$ cat src/rtl/regfile_mp.sv
// Parametrised integer register file: N combinational read ports, one write port,
// optional hardwired x0 and write-to-read bypass, plus a one-entry-per-cycle clear sweep.
module regfile_mp #(
  parameter int XLEN     = 32,
  parameter int NREGS    = 32,
  parameter int NRD      = 2,
  parameter bit ZERO_REG = 1'b1,
  parameter bit BYPASS   = 1'b1,
  localparam int AW      = $clog2(NREGS)
) (
  input  logic                iCLK,
  input  logic                iRST,
  input  logic                iWE,
  input  logic [AW-1:0]       iRD,
  input  logic [XLEN-1:0]     iREG_IN,
  input  logic [NRD*AW-1:0]   iRS,
  output logic [NRD*XLEN-1:0] oREG_OUT,
  input  logic                iCLR,
  output logic                oBUSY,
  output logic                oState
);

  typedef enum logic {IDLE = 1'b0, CLEAR = 1'b1} state_t;

  state_t          state, stateNext;
  logic [AW-1:0]   ptr, ptrNext;
  logic            busyNext;
  logic            lastEntry;
  logic            wrEn;
  logic [XLEN-1:0] regs [NREGS];

  // ptr never advances past NREGS-1, so an AW-bit pointer with an AW-bit terminal compare suffices.
  assign lastEntry = (ptr == AW'(NREGS - 1));
  assign wrEn      = (state == IDLE) && iWE && !(ZERO_REG && (iRD == '0));
  assign oState    = state;

  always_comb begin
    stateNext = state;
    ptrNext   = ptr;
    busyNext  = oBUSY;
    if (iRST) begin
      stateNext = CLEAR;
      ptrNext   = '0;
      busyNext  = 1'b1;
    end else begin
      case (state)
        IDLE: begin
          if (iCLR) begin
            stateNext = CLEAR;
            ptrNext   = '0;
            busyNext  = 1'b1;
          end
        end
        CLEAR: begin
          if (lastEntry) begin
            stateNext = IDLE;
            ptrNext   = '0;
            busyNext  = 1'b0;
          end else begin
            ptrNext = ptr + AW'(1);
          end
        end
        default: begin
          stateNext = CLEAR;
          ptrNext   = '0;
          busyNext  = 1'b1;
        end
      endcase
    end
  end

  always_ff @(posedge iCLK) begin
    state <= stateNext;
    ptr   <= ptrNext;
    oBUSY <= busyNext;
  end

  // Storage is deliberately left untouched on the reset edge; the sweep zeroes it afterwards.
  always_ff @(posedge iCLK) begin
    if (!iRST) begin
      if (state == CLEAR) begin
        regs[ptr] <= '0;
      end else if (wrEn) begin
        regs[iRD] <= iREG_IN;
      end
    end
  end

  for (genvar k = 0; k < NRD; k++) begin : gRead
    logic [AW-1:0]   rs;
    logic [XLEN-1:0] rdData;

    assign rs = iRS[k*AW +: AW];

    always_comb begin
      rdData = regs[rs];
      if (oBUSY || (ZERO_REG && (rs == '0))) begin
        rdData = '0;
      end else if (BYPASS && wrEn && (iRD == rs)) begin
        rdData = iREG_IN;
      end
    end

    assign oREG_OUT[k*XLEN +: XLEN] = rdData;
  end

endmodule

$ cat config.mk
export PLATFORM = sky130hd
export DESIGN_NAME = regfile_mp
export DESIGN_NICKNAME = d
export VERILOG_FILES = /design/src/rtl/regfile_mp.sv
export SDC_FILE = /design/constraint.sdc
export NUM_CORES = 1
export LEC_CHECK = 0
export BUFFER_PORTS_ARGS = -buffer_cell sky130_fd_sc_hd__buf_2
export CAP_MARGIN = 20
export CORE_MARGIN = 5
export CORE_UTILIZATION = 45
export DETAILED_ROUTE_END_ITERATION = 16
export SYNTH_ARGS = -nofsm -noshare
export SYNTH_HDL_FRONTEND = slang
export SYNTH_SLANG_ARGS = --single-unit
$ cat constraint.sdc
create_clock -name iCLK -period 3.75 [get_ports iCLK]
set_input_delay 0.5625 -clock iCLK [delete_from_list [all_inputs] [get_ports iCLK]]
set_output_delay 0.5625 -clock iCLK [all_outputs]
set_load 0.01 [all_outputs]
==> reports/qor.log, run 1 <==
INFO  logic_synthesis ys_seq_elements=1031
INFO  layout         layout.cells.most_common=sky130_fd_sc_hd__edfxtp_1
INFO  logic_synthesis edff_count_synth=1024
INFO  layout         finalCoreUtilization=51.92%
INFO  floorplan      die_height=341.4µm
INFO  logic_synthesis synth-seq-area-share=62.50%
INFO  timing         achievable_freq=279.7MHz
INFO  logic_synthesis syn-num-nets=2764
INFO  critical_path  worst_path_dominant_cell_family=buffers and inverters
INFO  route          wl_final=152900µm
INFO  critical_path  crit_path_end_kind=primary output
INFO  layout         layout_area_overhead=14.51%
INFO  layout         num-nets-final=2949
INFO  critical_path  critical_path_arrival=3010ps
INFO  critical_path  worst-endpoint-required=3190ps
INFO  logic_synthesis avgSynthCellArea=18.23µm²
INFO  global_routing grt_first_pass_wirelength=217700µm
INFO  clock_tree     postCtsSetupBuffers=0
INFO  timing         report.final.hold_viol_count=0
INFO  timing         relSlewSlack=26.91%
INFO  route          drt_pre_antenna_iters=5
INFO  logic_synthesis post_synth_inst_count=2711
INFO  floorplan      number_of_rows_created_at_floorplan=121
INFO  place          globalplace.congestion=0.8579
INFO  min_path       hold_class=primary input to flip-flop
INFO  min_path       worst_min_path_start=iRST
INFO  timing         layout_worst_path_cycle_share=95.33%
INFO  logic_synthesis synth_largest_type_area_fraction=62.22%
INFO  logic_synthesis dominantRegCellSynth=sky130_fd_sc_hd__edfxtp_1
INFO  layout         layoutNonFillerInstCount=4394
INFO  global_routing grt_max_degree=78
INFO  clock_tree     tritoncts=done
INFO  floorplan      core_area=0.1090mm²
INFO  flow_run       max-cap-violations=0
INFO  timing         maxSlewViolCount=0
INFO  timing         setup-violations-final=0
INFO  critical_path  critical_path.reg2reg.startpoint=oState
INFO  power_and_ir_drop power.ir.vdd_worst=429.9µV
INFO  place          numPortBuffers=116
INFO  logic_synthesis yosys.area.top_type=sky130_fd_sc_hd__edfxtp_1
INFO  critical_path  setup.worst_path.class=flip-flop to primary output
INFO  route          average_wire_per_cell_in_the_routed_design=34.79µm
INFO  floorplan      floorplan.initialDensity=45.34%
INFO  critical_path  crit_path_launch_type=flip-flop
INFO  critical_path  crit_fanout=32
INFO  logic_synthesis async_reset_ff_share=0%
INFO  timing         worst-slew-pin-transition=1096ps
INFO  global_routing via_count_of_the_first_global_routing_pass=30530
INFO  layout         layout_common_cells=sky130_fd_sc_hd__edfxtp_1, sky130_fd_sc_hd__mux4_2, sky130_fd_sc_hd__mux2i_1
INFO  timing         fin_crit=3575ps
INFO  floorplan      fp.dieArea=0.1166mm²
INFO  power_and_ir_drop power_leakage=18.52nW
INFO  logic_synthesis syn_area=0.04942mm²
INFO  floorplan      dieWidth=341.4µm
INFO  timing         fin_worst_hold_slack=168.9ps
INFO  critical_path  slowest_stage=sky130_fd_sc_hd__buf_4
INFO  route          drc=0
INFO  route          antenna_left=0
INFO  clock_tree     cts.hold.buffers_added=0
INFO  clock_tree     clkTransAtPathRegs=60ps
INFO  layout         post_route_cells_drive_above_1_share=30.55%
INFO  power_and_ir_drop power.density_cell_area=440.7mW/mm²
INFO  logic_synthesis synthDistinctLibCells=50
INFO  global_routing grt.overflow.total=0
INFO  clock_tree     ctsResizeCount=0
INFO  global_routing initial_antenna_violation_count=2
INFO  logic_synthesis ys_warn_count=0
INFO  critical_path  worst_path_buffer_plus_inverter_count=3
INFO  critical_path  timing.critical_path.slowest_cell_delay=630ps
INFO  route          detailroute.via_count=29920
INFO  clock_tree     tritoncts.num_buffers=109
INFO  floorplan      io_pins=117
INFO  global_routing groute.usage.overall=25.79%
INFO  route          vias_per_cell=6.808
INFO  timing         finalWorstSetupSlack=175.2ps
INFO  clock_tree     insertion_delay=700ps
INFO  clock_tree     clockBufferDepth=3
INFO  status         run_status=completed
INFO  critical_path  setup.worst_path.start=oState
INFO  route          drt_iter0_markers=3251
INFO  timing         grt_setup_unrepaired=no
INFO  clock_tree     cts-root-buf=sky130_fd_sc_hd__clkbuf_16
INFO  clock_tree     cts_max_level=3
INFO  place          dp_cells=4197
INFO  place          place_ws=87.81ps
INFO  place          hpwl=90080µm
INFO  critical_path  critical_path.cell_chain=buf_4, nand2b_1, nor3_1, a2111oi_4, buf_4, a221o_1, buf_2
INFO  timing         fin_worst_skew=22.83ps
INFO  clock_tree     cts.sink_count=1031
INFO  logic_synthesis yosys-top-cells-area=sky130_fd_sc_hd__edfxtp_1, sky130_fd_sc_hd__mux4_2, sky130_fd_sc_hd__mux2i_1, sky130_fd_sc_hd__a221oi_1, sky130_fd_sc_hd__a21oi_1
INFO  critical_path  worst_path_most_repeated_cell=sky130_fd_sc_hd__buf_4
synth_stat cells (all sizes together), types with 32 or more instances:
library cell and number:
edfxtp 1024, mux4 384, mux2i 323, buf 137, a21oi 136, a221oi 128
clkbuf 91, nor2b 67, a211oi 65, a221o 64, a22oi 64, o21bai 64
nor2 48, and2 32
path summary, 6_finish.rpt:
path	end	slack (ps)	depth (start not counted)
setup / recovery	oREG_OUT[57]	180	7
hold / removal	ptr[4]	170	2
setup reg to reg	regs[6][23]	300	8
hold reg to reg	ptr[3]	590	2
power by group:
group	switching, mW	internal [mW]	leakage [nW]
clock	4.45	6.19	1.71
combinational	0.982	0.735	7.64
sequential	0.0303	12.6	9.16
total	5.46	19.5	18.5
final cells by class:
class	instances	area, µm²
Antenna cell	1	2.502
Inverter	7	26.28
Multi-Input combinational cell	1445	17580
Timing Repair Buffer	302	2821
Clock buffer	131	2831
Fill cell	8651	52410
Sequential cell	1031	30890
Tap cell	1414	1769
Clock inverter	63	666.9
registers in the layout, summed over array words and instances, names as in the netlist:
signal  cells
oBUSY       1
oState      1
ptr         5
regs     1024
worst reg2reg max path: stages (launching register included):
cell	delay, ps
sky130_fd_sc_hd__dfxtp_1	310
sky130_fd_sc_hd__buf_4	180
sky130_fd_sc_hd__or2_1	290
sky130_fd_sc_hd__a211oi_4	750
sky130_fd_sc_hd__buf_4	300
sky130_fd_sc_hd__nor3_1	70
sky130_fd_sc_hd__a21oi_2	800
sky130_fd_sc_hd__nor2_4	70
sky130_fd_sc_hd__buf_4	340
cell families (layout without fill, tap and decap cells):
logic type | after synthesis | after routing | synth area share [%]
adders and majority gates | 2 | 2 | 0.05062
and+or+nand+nor | 193 | 193 | 2.241
muxes | 708 | 708 | 24.06
other | 0 | 1 | 0
AOI/OAI and AO/OA | 532 | 532 | 8.418
xor gates and xnor gates | 10 | 10 | 0.1772
buffers and inverters | 235 | 503 | 2.549
DFF | 1031 | 1031 | 62.50
metal layers:
| layer | track usage [%] | share of wire [%] |
|---|---|---|
| met1 | 35.62 | 40 |
| met2 | 41.13 | 47 |
| met3 | 5.868 | 9.4 |
| met4 | 8.228 | 3.5 |
| met5 | 0 | 0 |
per-stage QoR:
step | power [mW] | TNS [ps] | area [µm²]
4_1_cts | 25.10 | 0 | 56560
5_1_grt | 25.67 | 0 | 56590
3_3_place_gp | 14.52 | 0 | 53060
6_report | 24.94 | 0 | 56590
2_1_floorplan | 13.99 | -8786 | 49430
3_5_place_dp | 14.53 | 0 | 53060
Power figures use the tool's default switching activity.
==> run 2: changes to the inputs <==
--- a/config.mk
+++ b/config.mk
@@ -8,7 +8,7 @@
 export BUFFER_PORTS_ARGS = -buffer_cell sky130_fd_sc_hd__buf_2
 export CAP_MARGIN = 20
 export CORE_MARGIN = 5
-export CORE_UTILIZATION = 45
+export CORE_UTILIZATION = 40
 export DETAILED_ROUTE_END_ITERATION = 16
 export SYNTH_ARGS = -nofsm -noshare
 export SYNTH_HDL_FRONTEND = slang
==> constraint.sdc (replaced) <==
create_clock -name iCLK -period 3.93 [get_ports iCLK]
set_input_delay 0.5895 -clock iCLK [delete_from_list [all_inputs] [get_ports iCLK]]
set_output_delay 0.5895 -clock iCLK [all_outputs]
set_load 0.01 [all_outputs]
==> reports/qor.log, run 2 (same netlist as run 1, synthesis figures left out) <==
INFO  critical_path  worst_path_dominant_cell_family=compound AO/OA/AOI/OAI gates [was buffers and inverters]
INFO  timing         fin_worst_skew=18.46ps [was 22.83 ps]
INFO  critical_path  timing.critical_path.slowest_cell_delay=530ps [was 630 ps]
INFO  layout         layout.cells.most_common=sky130_fd_sc_hd__edfxtp_1 [unchanged]
INFO  min_path       whs_endpoint=ptr[3] [was ptr[4]]
INFO  global_routing grt.overflow.total=0 [unchanged]
INFO  clock_tree     clockBufferDepth=3 [unchanged]
INFO  route          detailroute.via_count=29650 [was 29920]
INFO  critical_path  crit_path_end_kind=primary output [unchanged]
INFO  global_routing grt_max_degree=81 [was 78]
INFO  critical_path  worst_path_buffer_plus_inverter_count=3 [unchanged]
INFO  timing         report.final.hold_viol_count=0 [unchanged]
INFO  route          wl_final=152100µm [was 152900 µm]
INFO  timing         relSlewSlack=23.24% [was 26.91%]
INFO  global_routing via_count_of_the_first_global_routing_pass=30750 [was 30530]
INFO  clock_tree     postCtsSetupBuffers=0 [unchanged]
INFO  route          drc=0 [unchanged]
INFO  clock_tree     tritoncts.num_buffers=108 [was 109]
INFO  layout         post_route_cells_drive_above_1_share=30.48% [was 30.55%]
INFO  status         run_status=completed [unchanged]
INFO  route          drt_pre_antenna_iters=5 [unchanged]
INFO  timing         maxSlewViolCount=0 [unchanged]
INFO  critical_path  critical_path_arrival=3050ps [was 3010 ps]
INFO  timing         worst-slew-pin-transition=1148ps [was 1096 ps]
INFO  min_path       hold_class=primary input to flip-flop [unchanged]
INFO  critical_path  worst-endpoint-required=3340ps [was 3190 ps]
INFO  flow_run       max-cap-violations=0 [unchanged]
INFO  critical_path  crit_fanout=34 [was 32]
INFO  layout         layout_common_cells=sky130_fd_sc_hd__edfxtp_1, sky130_fd_sc_hd__mux4_2, sky130_fd_sc_hd__mux2i_1 [unchanged]
INFO  floorplan      io_pins=117 [unchanged]
INFO  clock_tree     cts.sink_count=1031 [unchanged]
INFO  place          globalplace.congestion=0.8267 [was 0.8579]
INFO  global_routing initial_antenna_violation_count=3 [was 2]
INFO  critical_path  setup.worst_path.class=primary input to primary output [was flip-flop to primary output]
INFO  clock_tree     cts-root-buf=sky130_fd_sc_hd__clkbuf_16 [unchanged]
INFO  layout         layout_area_overhead=15.17% [was 14.51%]
INFO  clock_tree     tritoncts=done [unchanged]
INFO  layout         finalCoreUtilization=46.16% [was 51.92%]
INFO  min_path       timing.hold.worst_path_depth=2 [unchanged]
INFO  timing         grt_setup_unrepaired=no [unchanged]
INFO  min_path       worst_min_path_start=iRST [unchanged]
INFO  floorplan      fp.dieArea=0.1307mm² [was 0.1166 mm²]
INFO  timing         achievable_freq=275.0MHz
INFO  critical_path  slowest_stage=sky130_fd_sc_hd__mux4_2 [was sky130_fd_sc_hd__buf_4]
INFO  layout         largest_register_ff_count=1024 [unchanged]
INFO  route          antenna_left=0 [unchanged]
INFO  power_and_ir_drop power.ir.vdd_worst=386.6µV [was 429.9 µV]
INFO  clock_tree     clkTransAtPathRegs=60ps [about the same]
INFO  global_routing groute.usage.overall=22.86% [was 25.79%]
INFO  floorplan      dieWidth=361.5µm [was 341.4 µm]
INFO  critical_path  critical_path.reg2reg.startpoint=oState [unchanged]
INFO  timing         fin_crit=3637ps
INFO  route          vias_per_cell=6.418 [was 6.808]
INFO  timing         finalWorstSetupSlack=293.3ps [was 175.2 ps]
INFO  power_and_ir_drop power.density_cell_area=416.4mW/mm² [was 440.7 mW/mm²]
INFO  timing         setup-violations-final=0 [unchanged]
INFO  power_and_ir_drop power_leakage=18.48nW [was 18.52 nW]
INFO  critical_path  critical_path.cell_chain=buf_8, buf_12, mux4_2, nor2b_1, a211oi_1, a21oi_1, a221o_1, buf_2 [was buf_4, nand2b_1, nor3_1, a2111oi_4, buf_4, a221o_1, buf_2]
INFO  floorplan      die_height=361.5µm [was 341.4 µm]
INFO  layout         num-nets-final=2945 [was 2949]
INFO  clock_tree     cts_max_level=3 [unchanged]
INFO  floorplan      floorplan.initialDensity=40.08% [was 45.34%]
INFO  clock_tree     cts.hold.buffers_added=0 [unchanged]
INFO  place          numPortBuffers=116 [unchanged]
INFO  global_routing grt_first_pass_wirelength=219000µm [was 217700 µm]
INFO  timing         layout_worst_path_cycle_share=92.54%
INFO  floorplan      number_of_rows_created_at_floorplan=129 [was 121]
INFO  route          drt_iter0_markers=3076 [was 3251]
INFO  floorplan      core_area=0.1233mm² [was 0.1090 mm²]
INFO  critical_path  crit_path_launch_type=primary input [was flip-flop]
INFO  critical_path  regToRegEndpoint=regs[21][17] [was regs[6][23]]
INFO  route          average_wire_per_cell_in_the_routed_design=32.93µm [was 34.79 µm]
INFO  layout         num-fill-cells=10400 [was 8651]
INFO  layout         biggestRegsByFlops=regs: 1024 flops, ptr: 5 flops [unchanged]
INFO  critical_path  rr_worst_depth=7 [was 8]
INFO  place          place_ws=250.9ps [was 87.81 ps]
INFO  clock_tree     insertion_delay=680ps [was 700 ps]
INFO  place          hpwl=88510µm [was 90080 µm]
INFO  layout         regMostFlops=regs [unchanged]
INFO  clock_tree     ctsResizeCount=0 [unchanged]
INFO  timing         tns=0ps [unchanged]
INFO  critical_path  rrSetupSlack=440ps [was 300 ps]
[run 2: report_power, final]
group / leakage (nW) / switching, mW / internal, mW
clock network: 1.67 / 4.31 / 5.73
logic: 7.65 / 0.941 / 0.705
registers: 9.16 / 0.0287 / 12.0
[run 2: layer usage]
| metal | up-vias | global-route usage (%) | wire length [µm] | share of wire [%] |
|---|---|---|---|---|
| met2 | 1402 | 38.75 | 75650 | 50 |
| met4 | 0 | 8.863 | 6159 | 4.0 |
| li1 | 12050 | - | - | - |
| met5 | - | 0 | 0 | 0 |
| met3 | 324 | 4.310 | 11130 | 7.3 |
| met1 | 15870 | 29.32 | 59150 | 39 |
[run 2: layout make-up]
cell class | instances | area, µm² | share of cell area [%]
flip-flops and latches | 1031 | 30890 | 54.27
multi-input cells | 1445 | 17580 | 30.89
repair buffers | 299 | 2923 | 5.135
clock buffers | 130 | 2849 | 5.005
well taps | 1637 | 2048 | 3.599
clock inverters | 67 | 590.6 | 1.038
inverters | 7 | 26.28 | 0.04616
diodes | 3 | 7.507 | 0.01319
[run 2: worst reg2reg max path: stages (launching register included)]
cell                       delay, ps
sky130_fd_sc_hd__dfxtp_1         460
sky130_fd_sc_hd__or2_1           340
sky130_fd_sc_hd__a211oi_4        420
sky130_fd_sc_hd__buf_4           540
sky130_fd_sc_hd__nor3b_1         150
sky130_fd_sc_hd__a31oi_2         910
sky130_fd_sc_hd__nor2_4           80
sky130_fd_sc_hd__buf_12          260
[run 2: worst max path at each step]
stage / endpoint / cells past startpoint / slack [ps] / start
6_report: oREG_OUT[12] / 8 / 290 / iRS[0]
5_1_grt: oREG_OUT[12] / 8 / 190 / iRS[0]
4_1_cts: oREG_OUT[12] / 8 / 350 / iRS[0]
3_5_place_dp: regs[21][26] / 8 / 250 / iRST
3_3_place_gp: regs[21][26] / 8 / 270 / iRST
2_1_floorplan: regs[14][0] / 7 / 140 / iRST
[run 2: through the flow]
stage	power (mW)	area, µm²	cells	hold slack, ps
3_5_place_dp	13.88	53400	4416	551.3
2_1_floorplan	13.35	49420	2711	504.6
5_1_grt	24.43	56910	4617	184.2
4_1_cts	23.88	56840	4613	140.4
6_report	23.70	56920	4619	202.3
3_3_place_gp	13.86	53400	4416	535.6
